==> src/rtl/data_break_responder.sv <==
// Data-break responder: one peripheral word transfer per granted break (IDLE -> DB0 -> DB1 -> DB2).
// Define DB_INCREMENT_EN to add the db_inc read-increment-write transfer and its db_overflow flag.
module data_break_responder (
  input  logic        clk,
  input  logic        reset,
  input  logic        db_read,
  input  logic        db_write,
  input  logic [0:11] db_addr,
  input  logic [0:2]  db_field,
  input  logic [0:11] db_wdata,
  input  logic        break_ok,
  input  logic [0:11] mem_rdata,
  output logic [0:14] mem_addr,
  output logic [0:11] mem_wdata,
  output logic        mem_we,
  output logic [0:11] db_rdata,
  output logic        db_ack,
  output logic [1:0]  db_state,
  output logic        busy
`ifdef DB_INCREMENT_EN
  ,
  input  logic        db_inc,
  output logic        db_overflow
`endif
);

  localparam logic [1:0] S_IDLE = 2'd0;
  localparam logic [1:0] S_DB0  = 2'd1;
  localparam logic [1:0] S_DB1  = 2'd2;
  localparam logic [1:0] S_DB2  = 2'd3;

  localparam logic [1:0] OP_READ  = 2'd0;
  localparam logic [1:0] OP_WRITE = 2'd1;
  localparam logic [1:0] OP_INC   = 2'd2;

  logic [1:0]  state_q, state_d;
  logic [1:0]  op_q, op_d;
  logic [0:11] addr_q, addr_d;
  logic [0:2]  field_q, field_d;
  logic [0:11] wdata_q, wdata_d;
  logic [0:11] rdata_q, rdata_d;
  logic        inc_req;

`ifdef DB_INCREMENT_EN
  assign inc_req = db_inc;
`else
  assign inc_req = 1'b0;
`endif

  // NOTE: every always_comb output takes its held value first so no path can infer a latch.
  always_comb begin
    state_d = state_q;
    op_d    = op_q;
    addr_d  = addr_q;
    field_d = field_q;
    wdata_d = wdata_q;
    rdata_d = rdata_q;
    case (state_q)
      S_IDLE: begin
        if ((db_read || db_write || inc_req) && break_ok) begin
          state_d = S_DB0;
          addr_d  = db_addr;
          field_d = db_field;
          wdata_d = db_wdata;
          if (inc_req)       op_d = OP_INC;
          else if (db_write) op_d = OP_WRITE;
          else               op_d = OP_READ;
        end
      end
      S_DB0: state_d = S_DB1;
      S_DB1: begin
        state_d = S_DB2;
        // Memory data for the DB0 address is valid here; capture it so DB2 can present it.
        if (op_q == OP_READ)     rdata_d = mem_rdata;
        else if (op_q == OP_INC) rdata_d = mem_rdata + 12'd1;
      end
      default: state_d = S_IDLE;
    endcase
  end

  // NOTE: sequential state uses non-blocking assignments so all registers update from pre-edge values.
  always_ff @(posedge clk or negedge reset) begin
    if (!reset) begin
      state_q <= S_IDLE;
      op_q    <= OP_READ;
      addr_q  <= '0;
      field_q <= '0;
      wdata_q <= '0;
      rdata_q <= '0;
    end else begin
      state_q <= state_d;
      op_q    <= op_d;
      addr_q  <= addr_d;
      field_q <= field_d;
      wdata_q <= wdata_d;
      rdata_q <= rdata_d;
    end
  end

  assign mem_addr  = {field_q, addr_q};
  assign mem_we    = ((state_q == S_DB1) && (op_q == OP_WRITE)) ||
                     ((state_q == S_DB2) && (op_q == OP_INC));
  assign mem_wdata = (op_q == OP_INC) ? rdata_q : wdata_q;
  assign db_rdata  = rdata_q;
  assign db_ack    = (state_q == S_DB2);
  assign db_state  = state_q;
  assign busy      = (state_q != S_IDLE);

`ifdef DB_INCREMENT_EN
  assign db_overflow = db_ack && (op_q == OP_INC) && (rdata_q == 12'd0);
`endif

endmodule

==> config.mk <==
export PLATFORM = sky130hd
export DESIGN_NAME = data_break_responder
export DESIGN_NICKNAME = d
export VERILOG_FILES = /design/src/rtl/data_break_responder.sv
export SDC_FILE = /design/constraint.sdc
export NUM_CORES = 1
export LEC_CHECK = 0
export ABC_AREA = 1
export ABC_CLOCK_PERIOD_IN_PS = 1800
export CORE_MARGIN = 5
export CORE_UTILIZATION = 30
export CTS_CLUSTER_SIZE = 16
export DETAILED_ROUTE_END_ITERATION = 10
export GPL_ROUTABILITY_DRIVEN = 1
export PLACE_DENSITY = 0.64
export SYNTH_ARGS = -nofsm -noshare
export SYNTH_HDL_FRONTEND = slang
export SYNTH_SLANG_ARGS = --single-unit
==> constraint.sdc <==
create_clock -name clk -period 1.8 [get_ports clk]
set_clock_uncertainty 0.1 [all_clocks]
set_input_delay 0.36 -clock clk [delete_from_list [all_inputs] [get_ports clk]]
set_output_delay 0.36 -clock clk [all_outputs]
set_load 0.05 [all_outputs]
# Word-level counts from Yosys, hierarchy flattened
# Cells that the tools add are included.
# totals
reg_bits	43
inputBits	44
output_inout_bits	44
elab_cells	30
# classes
addsub	1
n_eq_ne	6
mux	6
reduce_logical	11
# ops
operator	count
12-bit 2-to-1 mux	3
12-bit by 1-bit adder with 12-bit output (second input constant)	1
2-bit == test (second input constant)	3
2-bit one-hot mux with 3 select lines	1
2-bit by 1-bit == test with 1-bit output (second input constant)	2
2-bit zero test	2
2-bit AND reduction	2
2-bit nonzero test	2
1-bit logical AND	3
1-bit logical OR	2
2-bit 2-to-1 mux	1
2-bit inequality test (second input constant)	1
1-bit 2-to-1 mux	1

# Depth between registers and ports, before layout
# Gate-level depths: netlist of the first run.
# logic_depth
depth_word	4
ltp_mapped	8
mapped_depth_nobuf	6

# Least setup slack after synthesis of the first run
# No wires, ideal clock.
# synth_timing
kind	register to output
startpoint	register state_q[0], in the netlist db_state[0]
endpoint	output port busy
t_arrival_ns	1.330
required_ns	1.340
setup_slack_ns	0.010
stages_incl_launch_ff	4
path_buffers	0
cell_sequence	dfrtp_1 -> inv_1 -> ha_1 -> inv_1
# synth_between
elab_chain_cells	1
# synth_rtl
item	line	rtl
start, declared	36	logic [1:0] state_q, state_d;
start signal, assigned	91	state_q <= state_d;
2-bit nonzero test	107	assign busy = (state_q != S_IDLE);
end, declared	19	output logic busy
# No other way between the ends.

# Worst setup path after layout of the first run
# layout_timing
startpoint	register state_q[1], in the netlist db_state[1]
endpoint	output port busy
# The elaborated chain is that of the path after synthesis.

==> impl_metrics.json, run 1 <==
{
  "clock_sink_count": 42,
  "criticalPathCategory": "flop to output pin",
  "hold_class": "input port to async pin",
  "netlist_area_um2": 1883,
  "period_minus_slack_ns": 1.711,
  "maxCapViolations": 0,
  "final_common_cell": "nand2_1",
  "antenna_cells": 0,
  "fin_tns_setup_ns": 0,
  "worst-path-buf-inv": 3,
  "grt_max_degree": 43,
  "path_max_fanout": 5,
  "clkTransAtPathRegs_ns": 0.08,
  "final_cells": 368,
  "placed_area_um2": 2761,
  "crit_path_end_kind": "output pin",
  "grt_pass1_vias": 1503,
  "ant_nets": 0,
  "grt_overflow": 0,
  "port_buffers": 87,
  "ys_warn_count": 0,
  "dr.pass1.iters": 4,
  "grt_pass1_wl_um": 7465,
  "die_w_um": 89.23,
  "period_share_pct": 95.05,
  "crit_top_cell": "inv_1",
  "grt_usage_pct": 11.97,
  "numCtsBuffers": 5,
  "final_nets": 341,
  "p_seq_share_pct": 28.2,
  "hold_viol": 0,
  "worst_r2r_startpoint": "db_state[0]$_DFFE_PN0P_",
  "cp.required_ns": 1.34,
  "slew_viol_final": 0,
  "ys_types": 16,
  "final_cell_mix": "nand2_1, buf_4, clkdlybuf4s50_1",
  "h-tree-depth": 2,
  "fp.coreArea_um2": 6026,
  "initial_core_util_pct": 31.25,
  "clk_latency_ns": 0.28,
  "wl_um": 4741,
  "combPwrFrac_pct": 62.3,
  "finalSetupViolCount": 0,
  "pwr-share-clk_pct": 9.5,
  "vias": 1652,
  "synth-seq-cells": 42,
  "avgSynthCellArea_um2": 9.368,
  "vdd_drop_max_mv": 1.001,
  "cts_root_buf": "clkbuf_8",
  "power_report.internal_total_mw": 2.847,
  "crit_family": "flip-flops",
  "start_kind": "flop",
  "tritoncts": "done",
  "drt_iter0_markers": 83,
  "cp_slowest_cell": "dfrtp_2",
  "maxSlewHeadroom_pct": 65.27,
  "hpwl_um": 3614,
  "die_h_um": 89.23,
  "gp_congestion": 0.7180,
  "synthCells": 201,
  "switching_share_pct": 51.95,
  "dieArea_um2": 7961,
  "static-leakage-power_nw": 1.485,
  "antenna_found_initial": 0,
  "synth_seq_area_share_pct": 55.81,
  "crit_chain": "inv_1 > ha_1 > inv_1 > buf_12",
  "slowest_delay_ns": 0.44,
  "cellPowerDensity_nw_per_um2": 2081,
  "tightest_slew_ns": 0.5210,
  "postLayoutCellArea_um2": 2848,
  "nFillCells": 607,
  "numPlacedInstances": 360,
  "area_growth_pct": 51.23,
  "grt_setup_unrepaired": "no",
  "syn_nets": 249,
  "wl_per_cell_um": 12.88,
  "max_freq_ghz": 0.5845,
  "drive_gt1_share_pct": 27.30,
  "vias_per_cell": 4.489,
  "ios": 88,
  "drc": 0,
  "rows": 28,
  "crit_arrival_ns": 1.25,
  "clk_path_buf_depth": 2,
  "crit_path_start": "db_state[1]$_DFFE_PN0P_",
  "switching_power_mw": 3.078,
  "p_total_mw": 5.925,
  "status": "completed"
}
==> power by group through the flow <==
stage / sequential, mW / clock [mW] / combinational [mW]
finish: 1.67 / 0.561 / 3.69
global route: 1.74 / 0.618 / 3.94
CTS: 1.68 / 0.585 / 3.72
detailed placement: 1.69 / 0 / 3.72
global placement: 1.69 / 0 / 3.67
floorplan: 3.14 / 0 / 1.04
==> path summary, 6_finish.rpt <==
| kind | cells past startpoint | slack [ns] | to |
|---|---|---|---|
| min in group clk | 2 | 0.38 | wdata_q[2]$_DFFE_PN0P_ |
| setup / recovery | 4 | 0.09 | busy |
| hold / removal | 2 | 0.03 | wdata_q[7]$_DFFE_PN0P_ |
| setup reg to reg | 7 | 0.28 | db_rdata[8]$_DFFE_PN0P_ |
| hold reg to reg | 2 | 0.38 | wdata_q[2]$_DFFE_PN0P_ |
| max in group asynchronous | 2 | 1.19 | db_state[1]$_DFFE_PN0P_ |
==> logic make-up (layout without fill, tap and decap cells) <==
kind of cell	after synthesis	in the layout	share of synthesized area (%)
buffers and inverters	34	126	9.701
AO/OA/AOI/OAI	13	13	5.847
adder cells (fa/ha/maj)	4	4	2.658
AND/OR/NAND/NOR	108	108	25.98
flip-flops	42	42	55.81
==> repair_timing <==
item,CTS,global route
hold buffers,0,0
endpoints found under the setup margin,1,2
gates resized for setup,1,2
endpoints found under the hold margin,0,0
buffers inserted,0,1
==> layout make-up <==
class                      instances  area (um^2)  share of cell area, %
clock buffer                       7        76.32                  2.680
inverter                          19        71.32                  2.504
multi-input combinational        125        649.4                  22.80
sequential                        42         1054                  36.99
tap                               75        93.84                  3.295
timing repair buffer             100        903.4                  31.72
==> per-stage QoR <==
stage	hold slack, ns	utilization [%]	worst slack (ns)
finish	0.03340	47.26	0.08908
CTS	0.05089	47.11	0.02918
global placement	0.3559	45.83	0.1776
global route	0.07421	47.26	0.005876
floorplan	-0.03559	-	0.01020
detailed placement	0.3651	45.83	0.1319
==> flip-flops by register name, indices dropped and copies added (netlist names) <==
| name | count |
|---|---|
| db_rdata | 12 |
| field_q | 3 |
| op_q | 1 |
| addr_q | 12 |
| wdata_q | 12 |
| db_state | 2 |
==> Yosys cell counts <==
cell,n,area (um^2)
buf_4,4,30.03
ha_1,4,50.05
inv_1,19,71.32
dfrtp_1,42,1051
or2_1,1,6.260
nand4_1,28,175.2
nand3_1,2,10.01
nand3_2,1,10.01
nand2_2,1,6.260
clkbuf_1,1,3.750
o21ai_0,1,5.000
buf_2,7,35.03
buf_12,1,20.02
nand2_1,75,281.5
buf_6,2,22.52
o21ai_2,12,105.1
==> worst register-to-register path, cell delays in order (launching register included) <==
cell and delay [ns]:
dfrtp_2 0.43, inv_2 0.07, ha_1 0.16, inv_1 0.05
or2_1 0.20, buf_4 0.23, nand2_1 0.12, o21ai_2 0.05
==> per-layer routing <==
| metal | vias up | track usage, % | wire [um] |
|---|---|---|---|
| met5 | - | 0 | 0 |
| met1 | 750 | 17.36 | 2214 |
| met2 | 70 | 17.35 | 2020 |
| li1 | 828 | - | - |
| met4 | 0 | 2.571 | 31 |
| met3 | 4 | 4.055 | 474 |
Note: power is estimated with default switching activity, not from simulation.
==> run 2: changes to the inputs <==
--- a/config.mk
+++ b/config.mk
@@ -7,6 +7,7 @@
 export LEC_CHECK = 0
 export ABC_AREA = 1
 export ABC_CLOCK_PERIOD_IN_PS = 1800
+export CAP_MARGIN = 10
 export CORE_MARGIN = 5
 export CORE_UTILIZATION = 30
 export CTS_CLUSTER_SIZE = 16
==> results of run 2 <==
Final layout, timing and power as in run 1 (identical DEF).
==> run 3: changes to the inputs <==
--- a/config.mk
+++ b/config.mk
@@ -10,10 +10,12 @@
 export CAP_MARGIN = 10
 export CORE_MARGIN = 5
 export CORE_UTILIZATION = 30
+export CTS_BUF_LIST = sky130_fd_sc_hd__clkbuf_8
 export CTS_CLUSTER_SIZE = 16
 export DETAILED_ROUTE_END_ITERATION = 10
 export GPL_ROUTABILITY_DRIVEN = 1
 export PLACE_DENSITY = 0.64
+export SKIP_LAST_GASP = 1
 export SYNTH_ARGS = -nofsm -noshare
 export SYNTH_HDL_FRONTEND = slang
 export SYNTH_SLANG_ARGS = --single-unit
==> run 3 against run 2 <==
Compared with the run above:
- critical path depth stayed put
- first-iteration DRC count is 13% higher
- utilization stayed put
- cell count stayed put
==> impl_metrics.json, run 3 (synthesis results as in run 1) <==
{
  "status": "completed",
  "worst-path-buf-inv": 3,
  "tritoncts": "done",
  "hpwl_um": 3614,
  "grt_setup_unrepaired": "no",
  "criticalPathCategory": "flop to output pin",
  "vias_per_cell": 4.446,
  "hold_class": "input port to async pin",
  "r2r-end": "db_rdata[8]$_DFFE_PN0P_",
  "grt_usage_pct": 11.99,
  "path_max_fanout": 5,
  "static-leakage-power_nw": 1.493,
  "gp_congestion": 0.7180,
  "maxSlewHeadroom_pct": 65.03,
  "die_h_um": 89.23,
  "finalSetupViolCount": 0,
  "worst_r2r_startpoint": "db_state[0]$_DFFE_PN0P_",
  "cellPowerDensity_nw_per_um2": 2077,
  "vdd_drop_max_mv": 1.000,
  "period_share_pct": 95.06,
  "numCtsBuffers": 5,
  "clkTransAtPathRegs_ns": 0.08,
  "ios": 88,
  "grt_max_degree": 43,
  "dieArea_um2": 7961,
  "crit_top_cell": "inv_1",
  "vias": 1636,
  "cp_slowest_cell": "dfrtp_2",
  "r2r_slack_ns": 0.28,
  "postCtsHoldBufs": 0,
  "clk_path_buf_depth": 2,
  "crit_chain": "inv_1 > ha_1 > inv_1 > buf_12",
  "crit_family": "flip-flops",
  "start_kind": "flop",
  "antenna_cells": 0,
  "port_buffers": 87,
  "cp.required_ns": 1.34,
  "final_nets": 341,
  "max_freq_ghz": 0.5844,
  "maxCapViolations": 0,
  "fin_tns_setup_ns": 0,
  "clock_sink_count": 42,
  "antenna_found_initial": 0,
  "area_growth_pct": 51.23,
  "final_common_cell": "nand2_1",
  "fp.coreArea_um2": 6026,
  "drt_iter0_markers": 94,
  "tightest_slew_ns": 0.5246,
  "drive_gt1_share_pct": 27.30,
  "grt_pass1_wl_um": 7479,
  "hold_viol": 0,
  "dr.pass1.iters": 4,
  "wl_um": 4755,
  "rows": 28,
  "clk_latency_ns": 0.29,
  "die_w_um": 89.23,
  "final_util_pct": 47.26,
  "drc": 0,
  "period_minus_slack_ns": 1.711,
  "nFillCells": 607,
  "final_cell_mix": "nand2_1, buf_4, clkdlybuf4s50_1",
  "h-tree-depth": 2,
  "grt_overflow": 0,
  "wl_per_cell_um": 12.92,
  "slew_viol_final": 0,
  "ant_nets": 0,
  "r2r_cells": 7,
  "crit_path_end_kind": "output pin",
  "slowest_delay_ns": 0.44,
  "cts_root_buf": "clkbuf_8",
  "initial_core_util_pct": 31.25,
  "grt_pass1_vias": 1502,
  "crit_arrival_ns": 1.25
}
[run 3: changes by cell type in the layout (fill, tap and decap cells not counted), sizes merged]
cell | before | now
clkbuf | 7 | 5
inv | 19 | 21
[run 3: stage by stage]
| stage | std cells | setup slack (ns) | instance area, um^2 | power, mW | hold WS, ns |
|---|---|---|---|---|---|
| 6_report | 368 | 0.08889 | 2848 | 5.914 | 0.03253 |
| 5_1_grt | 368 | 0.005876 | 2848 | 6.286 | 0.07421 |
| 3_3_place_gp | 360 | 0.1776 | 2761 | 5.359 | 0.3559 |
| 2_1_floorplan | 201 | 0.01020 | 1883 | 4.185 | -0.03559 |
| 4_1_cts | 367 | 0.02918 | 2839 | 5.974 | 0.05089 |
| 3_5_place_dp | 360 | 0.1319 | 2761 | 5.407 | 0.3651 |
[run 3: final cells by class]
| type | instances | area [um^2] | area share [%] |
|---|---|---|---|
| clock buffers | 5 | 68.82 | 2.417 |
| clock inverters | 2 | 7.507 | 0.2636 |
| inverters | 19 | 71.32 | 2.504 |
| multi-input cells | 125 | 649.4 | 22.80 |
| flip-flops and latches | 42 | 1054 | 36.99 |
| well taps | 75 | 93.84 | 3.295 |
| repair buffers | 100 | 903.4 | 31.72 |
[run 3: worst max-delay path by stage]
stage                             end                     from  cells past startpoint  slack [ns]
2_1_floorplan                    busy  db_state[0]$_DFFE_PN0P_                      3        0.01
3_3_place_gp   wdata_q[5]$_DFFE_PN0P_                 db_write                      7        0.18
3_5_place_dp    addr_q[1]$_DFFE_PN0P_                 db_write                      7        0.13
4_1_cts                        mem_we  db_state[0]$_DFFE_PN0P_                      5        0.03
5_1_grt                        mem_we  db_state[0]$_DFFE_PN0P_                      5       0.006
6_report                         busy  db_state[1]$_DFFE_PN0P_                      4        0.09
[run 3: worst register-to-register path, delay by kind of cell (launching register included)]
kind                       cells  cell delay, ns
DFF                            1            0.43
buffers and inverters          3            0.35
and+or+nand+nor                2            0.32
adders and majority gates      1            0.16
AOI/OAI and AO/OA              1            0.05
[run 3: report_power, final]
part | total [mW] | leakage, nW | internal, mW | switching (mW)
sequential | 1.67 | 0.521 | 1.40 | 0.278
combinational | 3.69 | 0.926 | 1.18 | 2.51
clock | 0.551 | 0.0466 | 0.256 | 0.295
[run 3: timing repair]
item,CTS,global route
hold endpoints to repair,0,0
endpoints found under the setup margin,1,2
gates resized for setup,1,2
gates cloned,0,0
setup buffers,0,1
[run 3: per-layer routing]
metal | up-vias | track usage [%] | share of wire, %
met3 | 4 | 4.055 | 9.9
met1 | 737 | 17.42 | 47
met5 | - | 0 | 0
met2 | 69 | 17.35 | 42
met4 | 0 | 2.571 | 0.82
li1 | 826 | - | -
